**config.mk**
```make
export PLATFORM = sky130hd
export DESIGN_NAME = code_84n2n1_counter_flat
export DESIGN_NICKNAME = d
export VERILOG_FILES = /design/src/rtl/code_84n2n1_counter_pkg.sv /design/src/rtl/code_84n2n1_counter_if.sv /design/src/rtl/code_84n2n1_digit.sv /design/src/rtl/code_84n2n1_counter.sv /design/src/flat_wrapper.sv
export SDC_FILE = /design/constraint.sdc
export NUM_CORES = 1
export LEC_CHECK = 0
export BUFFER_PORTS_ARGS = -buffer_cell sky130_fd_sc_hd__buf_2
export CAP_MARGIN = 20
export CORE_MARGIN = 2
export CORE_UTILIZATION = 30
export CTS_CLUSTER_SIZE = 16
export DETAILED_ROUTE_END_ITERATION = 16
export GPL_ROUTABILITY_DRIVEN = 0
export HOLD_SLACK_MARGIN = 0.05
export PLACE_DENSITY = 0.53
export REMOVE_ABC_BUFFERS = 1
export SYNTH_ARGS = -nofsm -noshare
export SYNTH_HDL_FRONTEND = slang
export SYNTH_SLANG_ARGS = --single-unit
```
**constraint.sdc**
```tcl
create_clock -name clk -period 2.8 [get_ports clk]
set_input_delay 0.42 -clock clk [delete_from_list [all_inputs] [get_ports clk]]
set_output_delay 0.42 -clock clk [all_outputs]
set_load 0.1 [all_outputs]
```
**src/rtl/code_84n2n1_counter_pkg.sv**
```systemverilog
// Shared 8,4,-2,-1 digit-code constants and step helpers.
// Reused by the converter stages and their benches.
package code84_pkg;

  localparam logic [3:0] CODE_D0 = 4'b0000;
  localparam logic [3:0] CODE_D1 = 4'b0111;
  localparam logic [3:0] CODE_D2 = 4'b0110;
  localparam logic [3:0] CODE_D3 = 4'b0101;
  localparam logic [3:0] CODE_D4 = 4'b0100;
  localparam logic [3:0] CODE_D5 = 4'b1011;
  localparam logic [3:0] CODE_D6 = 4'b1010;
  localparam logic [3:0] CODE_D7 = 4'b1001;
  localparam logic [3:0] CODE_D8 = 4'b1000;
  localparam logic [3:0] CODE_D9 = 4'b1111;

  function automatic logic is_legal(input logic [3:0] c);
    case (c)
      CODE_D0, CODE_D1, CODE_D2, CODE_D3, CODE_D4,
      CODE_D5, CODE_D6, CODE_D7, CODE_D8, CODE_D9: return 1'b1;
      default:                                     return 1'b0;
    endcase
  endfunction

  // Illegal codes fall back to 0 so a corrupted digit recovers on its next step.
  function automatic logic [3:0] step_up(input logic [3:0] c);
    case (c)
      CODE_D0: return CODE_D1;
      CODE_D1: return CODE_D2;
      CODE_D2: return CODE_D3;
      CODE_D3: return CODE_D4;
      CODE_D4: return CODE_D5;
      CODE_D5: return CODE_D6;
      CODE_D6: return CODE_D7;
      CODE_D7: return CODE_D8;
      CODE_D8: return CODE_D9;
      default: return CODE_D0;
    endcase
  endfunction

  function automatic logic [3:0] step_dn(input logic [3:0] c);
    case (c)
      CODE_D0: return CODE_D9;
      CODE_D9: return CODE_D8;
      CODE_D8: return CODE_D7;
      CODE_D7: return CODE_D6;
      CODE_D6: return CODE_D5;
      CODE_D5: return CODE_D4;
      CODE_D4: return CODE_D3;
      CODE_D3: return CODE_D2;
      CODE_D2: return CODE_D1;
      default: return CODE_D0;
    endcase
  endfunction

endpackage

```
**src/rtl/code_84n2n1_counter_if.sv**
```systemverilog
// Control/data bundle of the 8,4,-2,-1 decade counter.
interface code_84n2n1_counter_if #(
  parameter int DIGITS = 2
);
  logic                  en;
  logic                  up;
  logic                  load;
  logic [4*DIGITS-1:0]   load_val;
  logic [4*DIGITS-1:0]   X;
  logic                  wrap;
  logic                  err;

  modport master (output en, up, load, load_val, input X, wrap, err);
  modport slave  (input en, up, load, load_val, output X, wrap, err);
endinterface

```
**src/rtl/code_84n2n1_digit.sv**
```systemverilog
// One 8,4,-2,-1 coded decade digit with load, step and terminal-count flag.
module code_84n2n1_digit
  import code84_pkg::*;
(
  input  logic       clk,
  input  logic       rst,
  input  logic       ld,
  input  logic [3:0] ld_val,
  input  logic       step,
  input  logic       up,
  output logic [3:0] q,
  output logic       at_term
);

  logic [3:0] q_q, q_d;

  always_comb begin
    q_d = q_q;
    if (ld)
      q_d = ld_val;
    else if (step)
      q_d = up ? step_up(q_q) : step_dn(q_q);
  end

  always_ff @(posedge clk) begin
    if (rst) q_q <= CODE_D0;
    else     q_q <= q_d;
  end

  assign q       = q_q;
  assign at_term = up ? (q_q == CODE_D9) : (q_q == CODE_D0);

  ill_step_a: assert property (@(posedge clk) disable iff (rst)
    (step && !ld && !is_legal(q_q)) |=> (q_q == CODE_D0));

endmodule

```
**src/rtl/code_84n2n1_counter.sv**
```systemverilog
// Multi-digit up/down decade counter holding digits in 8,4,-2,-1 code,
// with guarded parallel load, sticky load-error flag and wrap pulse.
module code_84n2n1_counter
  import code84_pkg::*;
#(
  parameter int DIGITS = 2
) (
  input  logic                   clk,
  input  logic                   rst,
  code_84n2n1_counter_if.slave   bus
);

  logic [DIGITS:0]       chain;
  logic [DIGITS-1:0]     at_term;
  logic [DIGITS-1:0]     legal;
  logic [4*DIGITS-1:0]   x_w;
  logic                  load_ok;
  logic                  wrap_q, wrap_d;
  logic                  err_q, err_d;

  // Load beats counting, so a load cycle never lets the step chain start.
  assign chain[0] = bus.en & ~bus.load;
  assign load_ok  = bus.load & (&legal);

  for (genvar g = 0; g < DIGITS; g++) begin : g_digit
    assign legal[g]     = is_legal(bus.load_val[4*g +: 4]);
    assign chain[g+1]   = chain[g] & at_term[g];

    code_84n2n1_digit u_digit (
      .clk     (clk),
      .rst     (rst),
      .ld      (load_ok),
      .ld_val  (bus.load_val[4*g +: 4]),
      .step    (chain[g]),
      .up      (bus.up),
      .q       (x_w[4*g +: 4]),
      .at_term (at_term[g])
    );
  end

  // A full chain means every digit sat at its terminal value before this edge.
  always_comb begin
    wrap_d = chain[DIGITS];
    err_d  = bus.load ? ~(&legal) : err_q;
  end

  always_ff @(posedge clk) begin
    if (rst) begin
      wrap_q <= 1'b0;
      err_q  <= 1'b0;
    end else begin
      wrap_q <= wrap_d;
      err_q  <= err_d;
    end
  end

  assign bus.X    = x_w;
  assign bus.wrap = wrap_q;
  assign bus.err  = err_q;

endmodule

```
**src/flat_wrapper.sv**
```systemverilog
// flat-port wrapper written by rule: the top's interface ports become plain ports
module code_84n2n1_counter_flat import code84_pkg::*;
#(
  parameter int DIGITS = 2
)
  (clk, rst, bus_en, bus_up, bus_load, bus_load_val, bus_X, bus_wrap, bus_err);
  code_84n2n1_counter_if #(.DIGITS(DIGITS)) bus_i ();
  input  logic clk;
  input  logic rst;
  input wire logic [$bits(bus_i.en)-1:0] bus_en;
  input wire logic [$bits(bus_i.up)-1:0] bus_up;
  input wire logic [$bits(bus_i.load)-1:0] bus_load;
  input wire logic [$bits(bus_i.load_val)-1:0] bus_load_val;
  output wire logic [$bits(bus_i.X)-1:0] bus_X;
  output wire logic [$bits(bus_i.wrap)-1:0] bus_wrap;
  output wire logic [$bits(bus_i.err)-1:0] bus_err;
  assign bus_i.en = bus_en;
  assign bus_i.up = bus_up;
  assign bus_i.load = bus_load;
  assign bus_i.load_val = bus_load_val;
  assign bus_X = bus_i.X;
  assign bus_wrap = bus_i.wrap;
  assign bus_err = bus_i.err;
  code_84n2n1_counter #(.DIGITS(DIGITS)) u_core (.clk(clk), .rst(rst), .bus(bus_i));
endmodule
```
==> metrics.txt, run 1 <==
clk sink count 24; Post-synth EDFFs 0; ys flop type dfxtp_1; Yosys top cell area share 0.342; RSZ-0062 raised after global routing no; synthesized area per cell around 9 um^2; Slew @ Worst Pin 0.489 ns; DR pass1 iterations 4; HPWL Detailed ~2600 um; GRT Max-Usage Layer met2; fmax 0.431 GHz; CP Launch Type input pin; Post-Layout Cell Count between 200 and 250; final setup TNS 0 ns; synthesized cell area 0.00141 mm^2; Final nets 202; Final Total Pwr around 1 mW; crit-path max FO 7; Slew Viols, Final 0; CP arrival roughly 2.5 ns; Crit Reg-Reg Startpoint u_core.g_digit[0].u_digit.q[0]; area leader, netlist dfxtp_1; CP endpoint kind flip-flop; GRT met3 Usage 0.0139; worst setup path startpoint bus_load_val[7]; Root Driver clkbuf_8; Post-route DRC 0; Tot GR Track Use 0.131; FP Rows 24; fin util 0.370; clock power share 0.203; max_cap viols 0; initial antenna violation count 0; GR Util met2 0.227; Post-synth top cells dfxtp_1 (24), nor2_1 (14), nand2_1 (9); Fin Clk Skew between 0.006 and 0.007 ns; Leakage Power slightly above 0.7 nW; VDD IR max around 0.00019 V; Cells after Synth 152; Logic pwr share 0.367; final wirelength about 3300 um; initial core utilization 0.316; Longest Clk Path Bufs 2; Antenna Violating Nets Remaining 0; period utilization 0.829; min-delay src bus_load; global-route wire length before repair approximately 5400 um; relative slew slack 0.676; endpoints failing setup 0; Placed Cells 228; fin crit period 2.32 ns; ant diodes 0; clock-pin transition on the worst setup and hold timing paths about 0.080 ns; drt wl/cell roughly 14 um; H-tree levels 1; share of total power in sequential cells 0.430; post-cts resize count 0; global route total overflow 0; Net Sw Frac 0.368; share of layout cells above drive strength 1 0.268; I/O Pins 23; Post-CTS Hold Buffers 0; Core ar. around 0.0044 mm^2; Clock Latency Late Sink around 0.26 ns; Vias/cell about 5.2; largest net degree at the start of global routing 23; worst hold path class in -> reg; Post-CTS Setup Bufs 0; M1 GR Usage 0.164; vias in the first global route around 1200; CTS tree yes; share of the yosys chip area belonging to registers 0.342; via count between 1000 and 1500; DIE AREA between 0.005 and 0.006 mm^2; WP data required 2.96 ns; P&R area growth vs syn 17.0%; Synth Warn # 0; Yosys reg bits 24; Power Density roughly 600 mW/mm^2; Die Ht between 70 and 80 um; CP Class in -> reg; leading post-synthesis cells by cell area dfxtp_1 (34%), ha_1 (7.1%), mux2i_1 (5.7%); TritonCTS Buffers 3; Hold Vio Cnt, Final 0; outcome finished, final reports clean; async set-reset flop share out of synthesis 0; chip width 72.5 um; Yosys cell types slightly below 50; Int Pwr around 0.63 mW; detailed router's first-iteration violation count 15; top-count cell post-synth dfxtp_1; port bufs 22; Psw 0.364 mW
==> power groups by stage <==
stage / Sequential, mW / Combinational (mW) / Clock (mW)
after floorplan: 0.517 / 0.180 / 0
after global placement: 0.433 / 0.359 / 0
after detailed placement: 0.435 / 0.364 / 0
after CTS: 0.427 / 0.365 / 0.207
after global routing: 0.433 / 0.399 / 0.222
final: 0.426 / 0.364 / 0.201
==> cells by family after synthesis <==
| logic type | count (synthesis) | synth area share |
|---|---|---|
| buffers and inverters | 14 | 0.0480 |
| xor gates and xnor gates | 3 | 0.0187 |
| and+or+nand+nor | 51 | 0.199 |
| DFF | 24 | 0.342 |
| adders and majority gates | 8 | 0.0712 |
| muxes | 14 | 0.105 |
| AOI/OAI and AO/OA | 38 | 0.216 |
==> placed cells by master, fill, tap and decap left out, types with 3 or more instances in the layout <==
cell type / count
a211oi_1: 3
o21ai_0: 6
mux2i_1: 8
mux2_2: 6
inv_1: 8
buf_2: 22
nand2_1: 9
nand3b_1: 4
buf_4: 8
clkbuf_8: 3
o32ai_1: 3
dfxtp_1: 24
nand3_1: 3
and2_1: 3
a21oi_1: 7
ha_1: 8
nor2_1: 14
==> worst paths after layout <==
check                                       to  slack, ns  depth (start not counted)
worst max-delay path                 flip-flop       0.48                         11
worst min-delay path            u_core.bus.err       0.46                          3
worst max register to register       flip-flop       0.48                          9
worst min register to register  u_core.bus.err       0.50                          2
==> per-layer routing <==
layer / vias up / wire [um]
met5: - / 0
li1: 613 / -
met4: 0 / 55
met1: 564 / 1550
met2: 23 / 1580
met3: 6 / 78
==> layout make-up <==
cell class | instances | area (um^2)
clock buffer | 3 | 41.3
tap | 52 | 65.1
multi-input combinational | 114 | 858
fill | 462 | 2800
sequential | 24 | 480
inverter | 8 | 30.0
timing repair buffer | 30 | 170
==> per-stage QoR <==
stage / worst slack (ns) / hold slack [ns] / instance area (um^2)
6_report: 0.478 / 0.461 / 1650
5_1_grt: 0.368 / 0.474 / 1650
4_1_cts: 0.475 / 0.466 / 1650
3_5_place_dp: 0.211 / 0.487 / 1600
3_3_place_gp: 0.248 / 0.480 / 1600
2_1_floorplan: -0.101 / 0.489 / 1370
==> worst max-delay path, stage by stage <==
cell,delay (ns)
buf_2,0.12
a21bo_2,0.24
mux2i_1,0.25
nor2_1,0.07
buf_4,0.16
a211oi_1,0.18
a21oi_1,0.10
buf_4,0.15
or2_2,0.28
ha_1,0.18
o41ai_1,0.33
Power figures use the tool's default switching activity.
==> inputs of run 2 (changes only) <==
- PLACE_DENSITY: 0.53 -> 0.54
- clock period: 2.8 -> 1.9 ns (I/O delays scaled with it)
==> run 2 against run 1 <==
Compared with the run above:
- the flow now finishes with violations (negative setup slack)
- wire length grew 31%
- clock skew is essentially flat
- power grew 85%
- cell count grew 17%
==> metrics.txt, run 2 (same netlist as run 1, synthesis figures left out) <==
outcome complete, but fails checks (was finished, final reports clean); failing checks negative setup slack; CTS tree yes (unchanged); crit-path max FO 5 (was 7); commonest cells after routing, fill and taps aside buf_4 (46), dfxtp_1 (21), buf_2 (17), nor2_1 (8), mux2i_1 (6) (was dfxtp_1 (24), buf_2 (22), nor2_1 (14), nand2_1 (9)); final wirelength 4270 um (was 3260 um); Vias/cell 5.23 (was 5.22); endpoints failing setup 8 (was 0); max_cap viols 0 (unchanged); largest net degree at the start of global routing 22 (was 23); worst setup path startpoint u_core.g_digit[0].u_digit.q[2] (was bus_load_val[7]); detailed router's first-iteration violation count 60 (was 15); RSZ-0062 raised after global routing yes (was no); initial antenna violation count 0 (unchanged); global-route wire length before repair 6690 um (was 5420 um); P&R area growth vs syn 68.2% (was 17.0%); Worst path slowest cell or4b_4 (was o41ai_1); Longest Clk Path Bufs 2 (unchanged); worst hold path class in -> reg (unchanged); crit path cell chain nor4_4 > o2bb2a_4 > nor2_4 > a21oi_2 > a21oi_2 > ha_4 > inv_2 > or4b_4 > o211ai_2 (was buf_2 > a21bo_2 > mux2i_1 > nor2_1 > buf_4 > a211oi_1 > a21oi_1 > buf_4 > or2_2 > ha_1 > o41ai_1); CP arrival 2.30 ns (was 2.49 ns); HPWL Detailed 2960 um (was 2620 um); fmax 0.476 GHz; Core ar. 0.00444 mm^2 (unchanged); ant diodes 0 (unchanged); Fin Clk Skew 0.00657 ns (was 0.00700 ns); CP endpoint kind flip-flop (unchanged); VDD IR max 0.000300 V (was 0.000192 V); share of total power in sequential cells 0.348 (was 0.430); CP Class reg -> reg (was in -> reg); Hold Vio Cnt, Final 0 (unchanged); Tot GR Track Use 0.165 (was 0.131); reg2reg setup slack -0.20 ns (was 0.48 ns); Antenna Violating Nets Remaining 0 (unchanged); DR pass1 iterations 4 (unchanged); commonest non-fill, non-tap cell in the layout buf_4 (was dfxtp_1); clock power share 0.190 (was 0.203); period utilization 1.11; min-delay src rst (was bus_load); initial core utilization 0.316 (unchanged); Leakage Power 0.989 nW (was 0.713 nW); Int Pwr 1.15 mW (was 0.626 mW); Net Sw Frac 0.373 (was 0.368); WP data required 2.10 ns (was 2.96 ns); Power Density 772 mW/mm^2 (was 602 mW/mm^2); setup ws final -0.203 ns (was 0.478 ns); drt wl/cell 15.8 um (was 14.1 um); clk sink count 24 (unchanged); Root Driver clkbuf_8 (unchanged); Post-Layout Cell Count 270 (was 231); DIE AREA 0.00525 mm^2 (unchanged); clock-pin transition on the worst setup and hold timing paths 0.09 ns (was 0.08 ns); Logic pwr share 0.462 (was 0.367); pre-CTS WS -0.595 ns (was 0.211 ns); Psw 0.682 mW (was 0.364 mW); Clock Latency Late Sink 0.27 ns (was 0.26 ns); largest stage delay on the critical path 0.50 ns (was 0.33 ns); Final nets 240 (was 202); Post-route DRC 0 (unchanged); Placed Cells 258 (was 228); Crit Reg-Reg Startpoint u_core.g_digit[0].u_digit.q[2] (was u_core.g_digit[0].u_digit.q[0]); FP Rows 24 (unchanged); Multi-input gate area 0.00124 mm^2 (was 858 um^2); share of layout cells above drive strength 1 0.628 (was 0.268); global route total overflow 0 (unchanged); I/O Pins 23 (unchanged); port bufs 22 (unchanged); Die Ht 72.5 um (unchanged); H-tree levels 1 (unchanged); CP most frequent cell a21oi_2 (was buf_4); # fillers 376 (was 462); TritonCTS Buffers 3 (unchanged); Slew @ Worst Pin 0.491 ns (was 0.489 ns); chip width 72.5 um (unchanged); vias in the first global route 1454 (was 1195); relative slew slack 0.675 (was 0.676); CP Launch Type flip-flop (was input pin); fin crit period 2.10 ns; Final Total Pwr 1.83 mW (was 0.990 mW); via count 1412 (was 1206); Slew Viols, Final 0 (unchanged); register area 484 um^2 (was 480 um^2)
## run 2: final cells by class
cell class	instances	area share
well taps	52	0.0275
inverters	8	0.0127
clock buffers	4	0.0233
repair buffers	68	0.207
flip-flops and latches	24	0.205
multi-input cells	114	0.525
## run 2: repair_timing
item                       4_1_cts  5_1_grt
setup endpoints to repair       14       10
resized for setup               56       33
pin swaps                       19       12
hold buffers                     0        0
buffers inserted                10        0
## run 2: per-layer routing
layer,global-route usage,vias to the layer above,part of all wire
li1,-,690,-
met1,0.203,689,0.44
met2,0.282,25,0.51
met3,0.0236,8,0.027
met4,0.0782,0,0.023
met5,0,-,0
## run 2: worst paths after layout
| kind | cells after the start | end |
|---|---|---|
| setup / recovery | 9 | flip-flop |
| hold / removal | 3 | u_core.g_digit[0].u_digit.q[2] |
| setup reg to reg | 9 | flip-flop |
| hold reg to reg | 2 | u_core.bus.err |
## run 2: power groups by stage
stage | combinational (mW) | clock [mW] | sequential, mW
3_3_place_gp | 0.610 | 0 | 0.636
6_report | 0.844 | 0.348 | 0.636
3_5_place_dp | 0.624 | 0 | 0.639
2_1_floorplan | 0.266 | 0 | 0.763
5_1_grt | 0.902 | 0.373 | 0.645
4_1_cts | 0.755 | 0.356 | 0.629
## run 2: through the flow
stage / TNS [ns] / cell area, um^2 / hold WS [ns] / utilization
3_3_place_gp: -5.26 / 1830 / 0.482 / 0.412
2_1_floorplan: -7.83 / 1370 / 0.354 / -
5_1_grt: -1.71 / 2370 / 0.439 / 0.532
6_report: -0.881 / 2370 / 0.426 / 0.532
3_5_place_dp: -5.82 / 1830 / 0.495 / 0.412
4_1_cts: -0.966 / 2200 / 0.396 / 0.495
## run 2: critical path: cells and delay by family, from the launching register on
kind | cells | cell delay, ns
compound gates | 4 | 0.60
fa+ha+maj | 1 | 0.17
buf+inv | 1 | 0.04
flops | 1 | 0.34
simple gates | 3 | 0.88
==> inputs of run 3 (changes only) <==
- PLACE_DENSITY: 0.54 -> 0.53
- clock period: 1.9 -> 2.5 ns (I/O delays scaled with it)
==> run 3 against run 2 <==
Compared with the run above:
- the flow now finishes without violations
- combinational power is 51% lower
- largest power group is now registers
- sequential share of layout area is 8.2 points higher
- flip-flop and latch count stayed put
- die area stayed put
- register-to-register slack better by 0.40 ns
==> metrics.txt, run 3 (same netlist as run 1, synthesis figures left out) <==
Reg2Reg Depth 8 (was 9); fin crit period roughly 2.3 ns; VDD IR max 0.000253 V (was 0.000300 V); crit-path max FO 5 (unchanged); chip width 72.5 um (unchanged); Clock Latency Late Sink 0.26 ns (was 0.27 ns); Leakage Power 0.729 nW (was 0.989 nW); DIE AREA 0.00525 mm^2 (unchanged); clk sink count 24 (unchanged); outcome finished, final reports clean (was complete, but fails checks); commonest cells after routing, fill and taps aside dfxtp_1 (24), buf_2 (22), nor2_1 (14), buf_4 (10), nand2_1 (9) (was buf_4 (46), dfxtp_1 (21), buf_2 (17), nor2_1 (8), mux2i_1 (6)); H-tree levels 1 (unchanged); drt wl/cell 14.1 um (was 15.8 um); Post-CTS Hold Buffers 0 (unchanged); final wirelength 3300 um (was 4270 um); relative slew slack 0.633 (was 0.675); Hold Vio Cnt, Final 0 (unchanged); Area after DPL 0.00162 mm^2 (was 0.00183 mm^2); Post-CTS Setup Bufs 0 (was 10); RSZ-0062 raised after global routing no (was yes); Die Ht 72.5 um (unchanged); fmax 0.427 GHz; post-cts resize count 0 (was 56); Tot GR Track Use 0.133 (was 0.165); endpoints failing setup 0 (was 8); hold path depth 3 (unchanged); vias in the first global route 1168 (was 1454); final setup TNS 0 ns (was -0.881 ns); CP Launch Type input pin (was flip-flop); I/O Pins 23 (unchanged); Slew @ Worst Pin 0.547 ns (was 0.491 ns); period utilization 0.937; Placed Cells 230 (was 258); initial core utilization 0.316 (unchanged); initial antenna violation count 0 (unchanged); Fin Clk Skew 0.00322 ns (was 0.00657 ns); Crit Reg-Reg Startpoint u_core.g_digit[0].u_digit.q[0] (was u_core.g_digit[0].u_digit.q[2]); Antenna Violating Nets Remaining 0 (unchanged); CP endpoint kind flip-flop (unchanged); WP data required 2.68 ns (was 2.10 ns); DR pass1 iterations 4 (unchanged); Vias/cell 5.18 (was 5.23); global route total overflow 0 (unchanged); CP arrival 2.52 ns (was 2.30 ns); post-layout instance area 0.00167 mm^2 (was 0.00237 mm^2); min-delay src bus_load (was rst); P&R area growth vs syn 19.0% (was 68.2%); Power Density 689 mW/mm^2 (was 772 mW/mm^2); HPWL Detailed 2670 um (was 2960 um); largest net degree at the start of global routing 18 (was 22); Core ar. 0.00444 mm^2 (unchanged); TritonCTS Buffers 3 (unchanged); CP Class in -> reg (was reg -> reg); Post-Layout Cell Count 234 (was 270); Slew Viols, Final 0 (unchanged); clock-pin transition on the worst setup and hold timing paths 0.09 ns (about the same); reg2reg setup slack 0.20 ns (was -0.20 ns); Longest Clk Path Bufs 2 (unchanged); worst hold path class in -> reg (unchanged); WHS Endpoint u_core.bus.err (was u_core.g_digit[0].u_digit.q[2]); global-route wire length before repair 5500 um (was 6690 um); CTS tree yes (unchanged); Post-route DRC 0 (unchanged); commonest non-fill, non-tap cell in the layout dfxtp_1 (was buf_4); Final nets 204 (was 240); port bufs 22 (unchanged); share of layout cells above drive strength 1 0.280 (was 0.628); Root Driver clkbuf_8 (unchanged); Hold Slack 0.425 ns (was 0.426 ns); max_cap viols 0 (unchanged); detailed router's first-iteration violation count 86 (was 60); via count 1213 (was 1412); ant diodes 0 (unchanged); FP Rows 24 (unchanged)
## run 3: changes by cell type in the layout (fill, tap and decap cells not counted), moves of 5 or more
cell	change
a21oi_1	+5
buf_4	-36
nor2_1	+6
buf_2	+5
ha_1	+7
## run 3: final cells by class
type / count / area, um^2
flip-flops and latches: 24 / 480
clock buffers: 4 / 55.1
well taps: 52 / 65.1
repair buffers: 32 / 185
multi-input cells: 114 / 858
inverters: 8 / 30.0
fillers: 447 / 2770
## run 3: per-layer routing
| metal | share of wire | vias up | wire [um] | track usage |
|---|---|---|---|---|
| met2 | 0.46 | 24 | 1520 | 0.210 |
| li1 | - | 617 | - | - |
| met5 | 0 | - | 0 | 0 |
| met3 | 0.035 | 4 | 114 | 0.0194 |
| met4 | 0.012 | 0 | 41 | 0.0494 |
| met1 | 0.49 | 568 | 1630 | 0.184 |
## run 3: critical path, stage by stage
cell      delay, ns
buf_2          0.13
a21bo_2        0.23
mux2_2         0.30
nand2_1        0.18
nor2_1         0.08
a211oi_1       0.49
ha_1           0.23
inv_1          0.05
mux2_2         0.26
o31ai_1        0.20
## run 3: power breakdown
group          internal, mW  switching (mW)
Sequential            0.450          0.0263
Combinational         0.146           0.267
Clock                 0.140           0.123
## run 3: worst max path at each step
stage | from | to | slack, ns | depth (start not counted)
2_1_floorplan | u_core.g_digit[0].u_digit.q[3] | flip-flop | -0.40 | 9
3_3_place_gp | bus_load_val[5] | flip-flop | -0.11 | 10
3_5_place_dp | bus_load_val[5] | flip-flop | -0.12 | 10
4_1_cts | bus_load_val[7] | flip-flop | 0.16 | 10
5_1_grt | u_core.g_digit[0].u_digit.q[0] | flip-flop | 0.02 | 8
6_report | bus_load_val[5] | flip-flop | 0.16 | 10
## run 3: stage by stage
step	util	worst slack (ns)	total power [mW]
CTS	0.377	0.160	1.16
finish	0.377	0.158	1.15
floorplan	-	-0.401	0.782
detailed placement	0.364	-0.123	0.900
global placement	0.364	-0.107	0.889
global route	0.377	0.0230	1.22
